<file path="config.mk">
export PLATFORM = sky130hd
export DESIGN_NAME = noc_credit_arbiter
export DESIGN_NICKNAME = d
export VERILOG_FILES = /design/src/rtl/noc_arb_pkg.sv /design/src/rtl/rr_arbiter.sv /design/src/rtl/noc_credit_arbiter.sv
export SDC_FILE = /design/constraint.sdc
export NUM_CORES = 1
export LEC_CHECK = 0
export CORE_MARGIN = 5
export CORE_UTILIZATION = 24
export CTS_BUF_LIST = sky130_fd_sc_hd__clkbuf_16
export DETAILED_ROUTE_END_ITERATION = 7
export PLACE_DENSITY_LB_ADDON = 0.2
export SYNTH_ARGS = -nofsm -noshare
export SYNTH_HDL_FRONTEND = slang
export SYNTH_SLANG_ARGS = --single-unit
</file>
<file path="constraint.sdc">
create_clock -name clk -period 6.9 [get_ports clk]
set_input_delay 1.38 -clock clk [delete_from_list [all_inputs] [get_ports clk]]
set_output_delay 1.38 -clock clk [all_outputs]
set_load 0.05 [all_outputs]
</file>
<file path="src/rtl/noc_arb_pkg.sv">
// Shared types and helpers for the credit-regulated NoC send-port arbiter.
// Widths here describe the default configuration; parameterised modules derive their own.
package noc_arb_pkg;

   localparam int DEF_ADDRESS_WIDTH    = 4;
   localparam int DEF_VC_ADDRESS_WIDTH = 2;
   localparam int DEF_NUM_CREDITS      = 8;

   function automatic int credit_w(input int n);
      return $clog2(n + 1);
   endfunction

   typedef logic [credit_w(DEF_NUM_CREDITS)-1:0] credit_t;
   typedef logic [DEF_ADDRESS_WIDTH-1:0]         dest_t;
   typedef logic [DEF_VC_ADDRESS_WIDTH-1:0]      vc_t;

endpackage

</file>
<file path="src/rtl/rr_arbiter.sv">
// Combinational round-robin picker: rotate eligible by rr_ptr, take the lowest set bit,
// rotate back. Output is one-hot, or zero when nothing is eligible.
module rr_arbiter #(
   parameter int NUM_REQ = 4,
   parameter int PW      = $clog2(NUM_REQ)
) (
   input  logic [NUM_REQ-1:0] eligible,
   input  logic [PW-1:0]      rr_ptr,
   output logic [NUM_REQ-1:0] grant
);

   logic [NUM_REQ-1:0] rotated;
   logic [NUM_REQ-1:0] rot_grant;

   always_comb begin
      rotated = '0;
      grant   = '0;
      for (int j = 0; j < NUM_REQ; j++) begin
         rotated[j] = eligible[(j + int'(rr_ptr)) % NUM_REQ];
      end
      // Two's-complement trick isolates the lowest set bit, i.e. first requester at/after rr_ptr.
      rot_grant = rotated & (~rotated + NUM_REQ'(1));
      for (int j = 0; j < NUM_REQ; j++) begin
         grant[(j + int'(rr_ptr)) % NUM_REQ] = rot_grant[j];
      end
   end

endmodule

</file>
<file path="src/rtl/noc_credit_arbiter.sv">
// Shares one NoC send port among NUM_REQ masters, admitting a flit only when its destination
// holds a credit; returned replies re-credit the destination counter.
module noc_credit_arbiter
   import noc_arb_pkg::*;
#(
   parameter int NUM_REQ          = 4,
   parameter int ADDRESS_WIDTH    = 4,
   parameter int VC_ADDRESS_WIDTH = 2,
   parameter int WIDTH_DATA       = 36,
   parameter int NUM_CREDITS      = 8
) (
   input  logic                                 clk,
   input  logic                                 rst,
   input  logic [NUM_REQ-1:0]                   req_valid,
   output logic [NUM_REQ-1:0]                   req_ready,
   input  logic [NUM_REQ*WIDTH_DATA-1:0]        req_data,
   input  logic [NUM_REQ*ADDRESS_WIDTH-1:0]     req_dest,
   input  logic [NUM_REQ*VC_ADDRESS_WIDTH-1:0]  req_vc,
   output logic                                 out_valid,
   output logic [WIDTH_DATA-1:0]                out_data,
   output logic [ADDRESS_WIDTH-1:0]             out_dest,
   output logic [VC_ADDRESS_WIDTH-1:0]          out_vc,
   input  logic                                 out_ready,
   input  logic                                 credit_valid,
   input  logic [ADDRESS_WIDTH-1:0]             credit_dest,
   output logic                                 credit_err
);

   localparam int NUM_DEST = 2 ** ADDRESS_WIDTH;
   localparam int CW       = credit_w(NUM_CREDITS);
   localparam int PW       = $clog2(NUM_REQ);
   localparam logic [CW-1:0] FULL = CW'(NUM_CREDITS);

   logic [CW-1:0]               credit_q [NUM_DEST];
   logic [PW-1:0]               rr_ptr_q;
   logic [PW-1:0]               next_ptr;
   logic [NUM_REQ-1:0]          eligible;
   logic [NUM_REQ-1:0]          arb_grant;
   logic [NUM_REQ-1:0]          grant;
   logic                        can_issue;
   logic                        any_grant;
   logic [WIDTH_DATA-1:0]       sel_data;
   logic [ADDRESS_WIDTH-1:0]    sel_dest;
   logic [VC_ADDRESS_WIDTH-1:0] sel_vc;
   logic [PW-1:0]               sel_idx;
   logic [NUM_DEST-1:0]         dec_vec;
   logic [NUM_DEST-1:0]         inc_vec;
   logic                        err_hit;

   // Handshake: a flit moves on any cycle where valid and ready are both high. req_ready is a
   // combinational grant; out_valid/out_* are registered and hold stable until out_ready.
   always_comb begin
      eligible = '0;
      for (int i = 0; i < NUM_REQ; i++) begin
         eligible[i] = req_valid[i] &&
                       (credit_q[req_dest[i*ADDRESS_WIDTH +: ADDRESS_WIDTH]] != '0);
      end
   end

   rr_arbiter #(
      .NUM_REQ (NUM_REQ),
      .PW      (PW)
   ) u_rr_arbiter (
      .eligible (eligible),
      .rr_ptr   (rr_ptr_q),
      .grant    (arb_grant)
   );

   assign can_issue = ~rst & (~out_valid | out_ready);
   assign grant     = can_issue ? arb_grant : '0;
   assign req_ready = grant;
   assign any_grant = |grant;

   always_comb begin
      sel_data = '0;
      sel_dest = '0;
      sel_vc   = '0;
      sel_idx  = '0;
      for (int i = 0; i < NUM_REQ; i++) begin
         if (grant[i]) begin
            sel_data = req_data[i*WIDTH_DATA +: WIDTH_DATA];
            sel_dest = req_dest[i*ADDRESS_WIDTH +: ADDRESS_WIDTH];
            sel_vc   = req_vc[i*VC_ADDRESS_WIDTH +: VC_ADDRESS_WIDTH];
            sel_idx  = PW'(i);
         end
      end
   end

   assign next_ptr = (sel_idx == PW'(NUM_REQ - 1)) ? '0 : sel_idx + PW'(1);

   always_ff @(posedge clk) begin
      if (rst) begin
         out_valid <= 1'b0;
         out_data  <= '0;
         out_dest  <= '0;
         out_vc    <= '0;
         rr_ptr_q  <= '0;
      end else if (any_grant) begin
         out_valid <= 1'b1;
         out_data  <= sel_data;
         out_dest  <= sel_dest;
         out_vc    <= sel_vc;
         rr_ptr_q  <= next_ptr;
      end else if (out_ready) begin
         out_valid <= 1'b0;
      end
   end

   // A debit and a return hitting the same destination cancel, so neither saturation nor err applies.
   always_comb begin
      err_hit = 1'b0;
      for (int d = 0; d < NUM_DEST; d++) begin
         dec_vec[d] = any_grant && (sel_dest == ADDRESS_WIDTH'(d));
         inc_vec[d] = credit_valid && (credit_dest == ADDRESS_WIDTH'(d));
         if (inc_vec[d] && !dec_vec[d] && (credit_q[d] == FULL)) err_hit = 1'b1;
      end
   end

   always_ff @(posedge clk) begin
      if (rst) begin
         credit_err <= 1'b0;
         for (int d = 0; d < NUM_DEST; d++) credit_q[d] <= FULL;
      end else begin
         if (err_hit) credit_err <= 1'b1;
         for (int d = 0; d < NUM_DEST; d++) begin
            if (inc_vec[d] && !dec_vec[d] && (credit_q[d] != FULL)) begin
               credit_q[d] <= credit_q[d] + CW'(1);
            end else if (dec_vec[d] && !inc_vec[d]) begin
               credit_q[d] <= credit_q[d] - CW'(1);
            end
         end
      end
   end

endmodule

</file>
# == Word level (Yosys, flattened, before mapping) ==
# Memory sizes are Yosys's and may differ from the RTL's.
# Cells that the tools add are included.
# op_classes
bitwise,42
addsub,37
n_reduce_logical,147
n_lt_le_gt_ge,8
mux,203
n_eq_ne,63
# ops
cell,count
$mux 4,37
$mux 1,144
$mux 36,4
$eq 4x4->1 const B,32
$logic_and 1x1->1,104
$add 4x1->4 const B,17
$ne 4x4->1 const B,16
$sub 4x1->4 const B,16
$or 1x1->1,33
$eq 4x3->1 const B,8
$logic_not 1->1,32
$eq 4x2->1 const B,4
$reduce_bool 4->1,4
$mux 2,7
$bwmux 4,3
$lt 3x4->1 const B,3
$ge 3x1->1 const B,3
$and 4x4->4,2
$bmux 1 s2,4
$demux 1 s2,4
$eq 4x1->1 const B,2
$logic_not 4->1,2
$reduce_or 2->1,3
$add 2x2->2 const A,2
other kinds (11),14
# word_totals
ff_bits,46
elab_cells,507
ramBits,64
memories,1
input_bits,180
out_inout_bits,48
# mem_list
name,depth,word_bits,rd,rd_clocked_by_memory_dff,write_ports,line_no,source
credit_q,16,4,20,0,16,noc_credit_arbiter.sv:34,logic [CW-1:0] credit_q [NUM_DEST];

# == Depth between registers and ports, before layout ==
# depth
ltp_word,39
ltp_mapped,24
depth_no_buf,20

# == Cells and area by module ==
# From an unflattened synthesis, not the netlist that was laid out.
# unflattened
hier_cells,910
area_unflattened_um2,8356.8
# modules_own_cells
module,seq_area_each_um2,instances,cells_per_inst,area_each_um2
noc_credit_arbiter,2842.7,1,872,7978.9
rr_arbiter,0.0,1,38,377.9

# == Least setup slack after synthesis ==
# Ideal clock, no wire load.
# synth_timing
kind,input-to-reg
from,input req_dest[2]
to,memory credit_q[8][3] in the netlist's numbering (data pin)
slack_ns,0.326
arrival_ns,6.306
path_buffers,1
required_time_ns,6.632
setup_time_ns,0.268
path_stages,19
path_cell_list,buf_1 > mux2_2 > or3_1 > a32o_1 > mux4_2 > and3_1 > a221oi_2 > inv_1 > and4_4 > o32ai_2 > nand2_1 > or3_4 > inv_1 > ha_1 > a21o_1 > a21oi_1 > xor2_1 > mux2i_1 > nand2_1
# synth_lines
element,line_no,source
from (decl),noc_credit_arbiter.sv:17,"input logic [NUM_REQ*ADDRESS_WIDTH-1:0] req_dest,"
to (decl),noc_credit_arbiter.sv:34,

==> impl_metrics.toml <==
[sta]
tns_ps = 0
setup_viol = 0
report.final.slew_viol_count = 0
max_freq_ghz = 0.151
slew_headroom = 0.211
hold_viol_final = 0
min_period_ps = 6610
finalCritPeriodShare = 0.958
worst_pin_slew_ps = 1180
setup_ws_ps = 292
rsz0062_at_grt = "false"
clock-skew-final_ps = 17.9

[setup_path]
cp-startpoint = "req_dest[12]"
cp_max_fo = 10
worst-path-buf-inv = 3
critPathCaptureType = "flip-flop"
crit_path_cell_trace = "clkdlybuf4s50_1, and2b_1, a22o_1, a211oi_1, o41ai_1, mux4_2, or2_1, a211o_1, a221o_1, buf_4, mux2i_1, a311o_2, buf_4, or2_1, nor3b_2, ha_1, a21o_1, a21oi_1, xor2_1, mux2i_1"
critPathKind = "in -> reg"
r2r_end = "credit_q[5][3]"
reg2reg_depth = 19
crit_family = "compound AO/OA/AOI/OAI gates"
reg2reg_slack_ps = 980
timing.rr.start = "credit_q[0][1]"
cp_num_cells = 20
cp.required_ps = 7120
cpMaxStageDelayCell = "clkdlybuf4s50_1"
crit_path_start_kind = "input pin"
cp_slowest_stage_delay_ps = 530
critPathCapture = "credit_q[5][3]"
crit_arrival_ps = 6830

[clocking]
clock_latency_ps = 370
cts_sinks = 110
clock_path_buffers = 2
cts_hold_buffers = 0
numCtsBuffers = 9
clk_pin_slew_ps = 90
cts.htree.levels = 3
cts-root-buf = "clkbuf_16"
cts_tree = "built"

[power_and_ir_drop]
seqPwrFrac = 0.222
power_mw = 4.99
powerDensity_nw_per_um2 = 398
switchingPower_mw = 2.37
p_comb_frac = 0.661
p_clk_frac = 0.117
leakage_nw = 4.79
switching_share = 0.475
internal_power_mw = 2.62
vdd.ir_drop.worst_v = 0.000259

[drt]
wl_per_cell_um = 18.7
drtAntennaViolNets = 0
routed_wl_mm = 32.5
vias_per_cell = 5.02
dr.pass1.iters = 5
first_iter_violations = 485
drc_errors = 0
num_vias = 8703

[logic_synthesis]
yosys_register_bits = 110
synth_top_area_share = 0.223
synth_cells = 964
async_reset_ff_frac = 0
synthTopCellsByArea = "edfxtp_1 (22%), dfxtp_1 (11%), ha_1 (5.8%)"
syn_nets = 1199
seq_area_frac_synth = 0.329
syn_area_per_cell_um2 = 8.95
yosys_most_used_dff = "edfxtp_1"
synth.largest_area_cell = "edfxtp_1"
ys_warn_count = 0
synth_edf_count = 64
syn_area_um2 = 8630
synthDistinctLibCells = 84

[finish]
final_cell_mix = "clkdlybuf4s50_1 (222), buf_4 (121), nand2_1 (82)"
nNetsFinal = 1502
syn_to_final_growth_pct = 45.5
diodes = 0
fin_cells = 1733
final_common_cell = "clkdlybuf4s50_1"
drive_gt1_frac = 0.155

[place]
dpl_worst_slack_ps = -267
port_buffers = 227
routabilityCongestion = 0.877
dpl.cell_count = 1716
post-dp-hpwl_mm = 25.8

[global_routing]
antenna_found_initial = 1
grt_max_degree = 53
grt_pass1_vias = 8998
grt_pass1_wl_mm = 49.4
gr-usage-all-layers = 0.156
overflow = 0

[run]
maxCapViolCount = 0

[min_path]
worstHoldPathCells = 2
hold_path_class = "reg -> reg"

[floorplan]
fp.dieH_um = 200
dieArea_um2 = 39800
coreArea_um2 = 35600
ioPinCount = 228
start_util = 0.243
rows = 69
die_x_um = 200

[run_status]
status = "completed"
==> metrics by stage <==
step,hold WS [ps],util,instance area (µm²)
after floorplan,602,-,8630
after global placement,446,0.342,12200
after detailed placement,448,0.342,12200
after CTS,460,0.351,12500
after global routing,482,0.353,12600
final,457,0.353,12600
==> power by group through the flow <==
stage	Sequential [mW]	Clock [mW]	Combinational [mW]
3_5_place_dp	1.13	0	3.28
2_1_floorplan	1.32	0	1.75
6_report	1.11	0.585	3.30
4_1_cts	1.11	0.608	3.29
5_1_grt	1.14	0.634	3.63
3_3_place_gp	1.12	0	3.24
==> metal layers <==
metal | global-route usage | part of all wire | up-vias
met5 | 0 | 0.00040 | -
met4 | 0.0498 | 0.028 | 2
met3 | 0.0329 | 0.065 | 42
met2 | 0.277 | 0.49 | 261
met1 | 0.189 | 0.42 | 4145
li1 | - | - | 4253
==> cell families after synthesis <==
logic type | Yosys count | share of synthesized area
mux | 21 | 0.0290
buf+inv | 122 | 0.0560
xor+xnor | 35 | 0.0355
compound gates | 298 | 0.250
simple gates | 323 | 0.207
fa+ha+maj | 55 | 0.0928
flops | 110 | 0.329
==> worst min path at each step <==
stage | slack [ps] | from | endpoint
final | 460 | out_dest[3] | out_dest[3]
after global routing | 480 | out_dest[3] | out_dest[3]
after CTS | 460 | out_dest[3] | out_dest[3]
after detailed placement | 450 | out_dest[3] | out_dest[3]
after global placement | 450 | out_dest[2] | out_dest[2]
after floorplan | 600 | credit_q[1][0] | credit_q[1][0]
==> sequential cells by signal, indices dropped and copies added (netlist names) <==
signal      flops
credit_q       64
out_valid       1
rr_ptr_q        2
out_vc          2
out_dest        4
credit_err      1
out_data       36
==> synth_stat cells, types with 8 or more instances <==
cell and instances:
nand2_1 82, nor2_1 82, a21oi_1 73, edfxtp_1 64, inv_1 64, o21ai_0 48
dfxtp_1 46, ha_1 40, clkbuf_1 39, a22oi_1 35, a221o_1 28, nand3_1 28
o221ai_1 28, xor2_1 24, nor3_1 18, a21o_1 17, mux2i_1 16, fa_1 15
and3_1 14, nor4_1 14, xnor2_1 11, buf_2 10, nand2b_1 10, nor2b_1 10
nor4b_1 10, a211oi_1 9, nor4_2 9, o211ai_1 8
==> worst reg2reg max path: stages, from the launching register on <==
cell	delay [ps]
edfxtp_1	490
nor4_4	560
o41ai_1	120
a2111oi_1	540
a32oi_1	190
mux4_2	500
or2_1	240
a211o_1	260
a221o_1	320
buf_4	190
mux2i_1	150
a311o_2	460
buf_4	180
or2_1	320
nor3b_2	250
ha_1	270
a21o_1	170
a21oi_1	170
xor2_1	200
mux2i_1	200
==> final cells by class <==
cell class                      count  area, µm²
Clock inverter                      6       80.1
Clock buffer                       10        250
Multi-Input combinational cell    732       5360
Sequential cell                   110       2840
Tap cell                          461        577
Inverter                           67        253
Fill cell                        3656      23000
Timing Repair Buffer              347       3200
==> what timing repair did <==
item / in CTS / in global routing
buffers inserted: 0 / 1
endpoints found under the setup margin: 0 / 14
gates resized for setup: 0 / 10
Note: power is estimated with default switching activity, not from simulation.
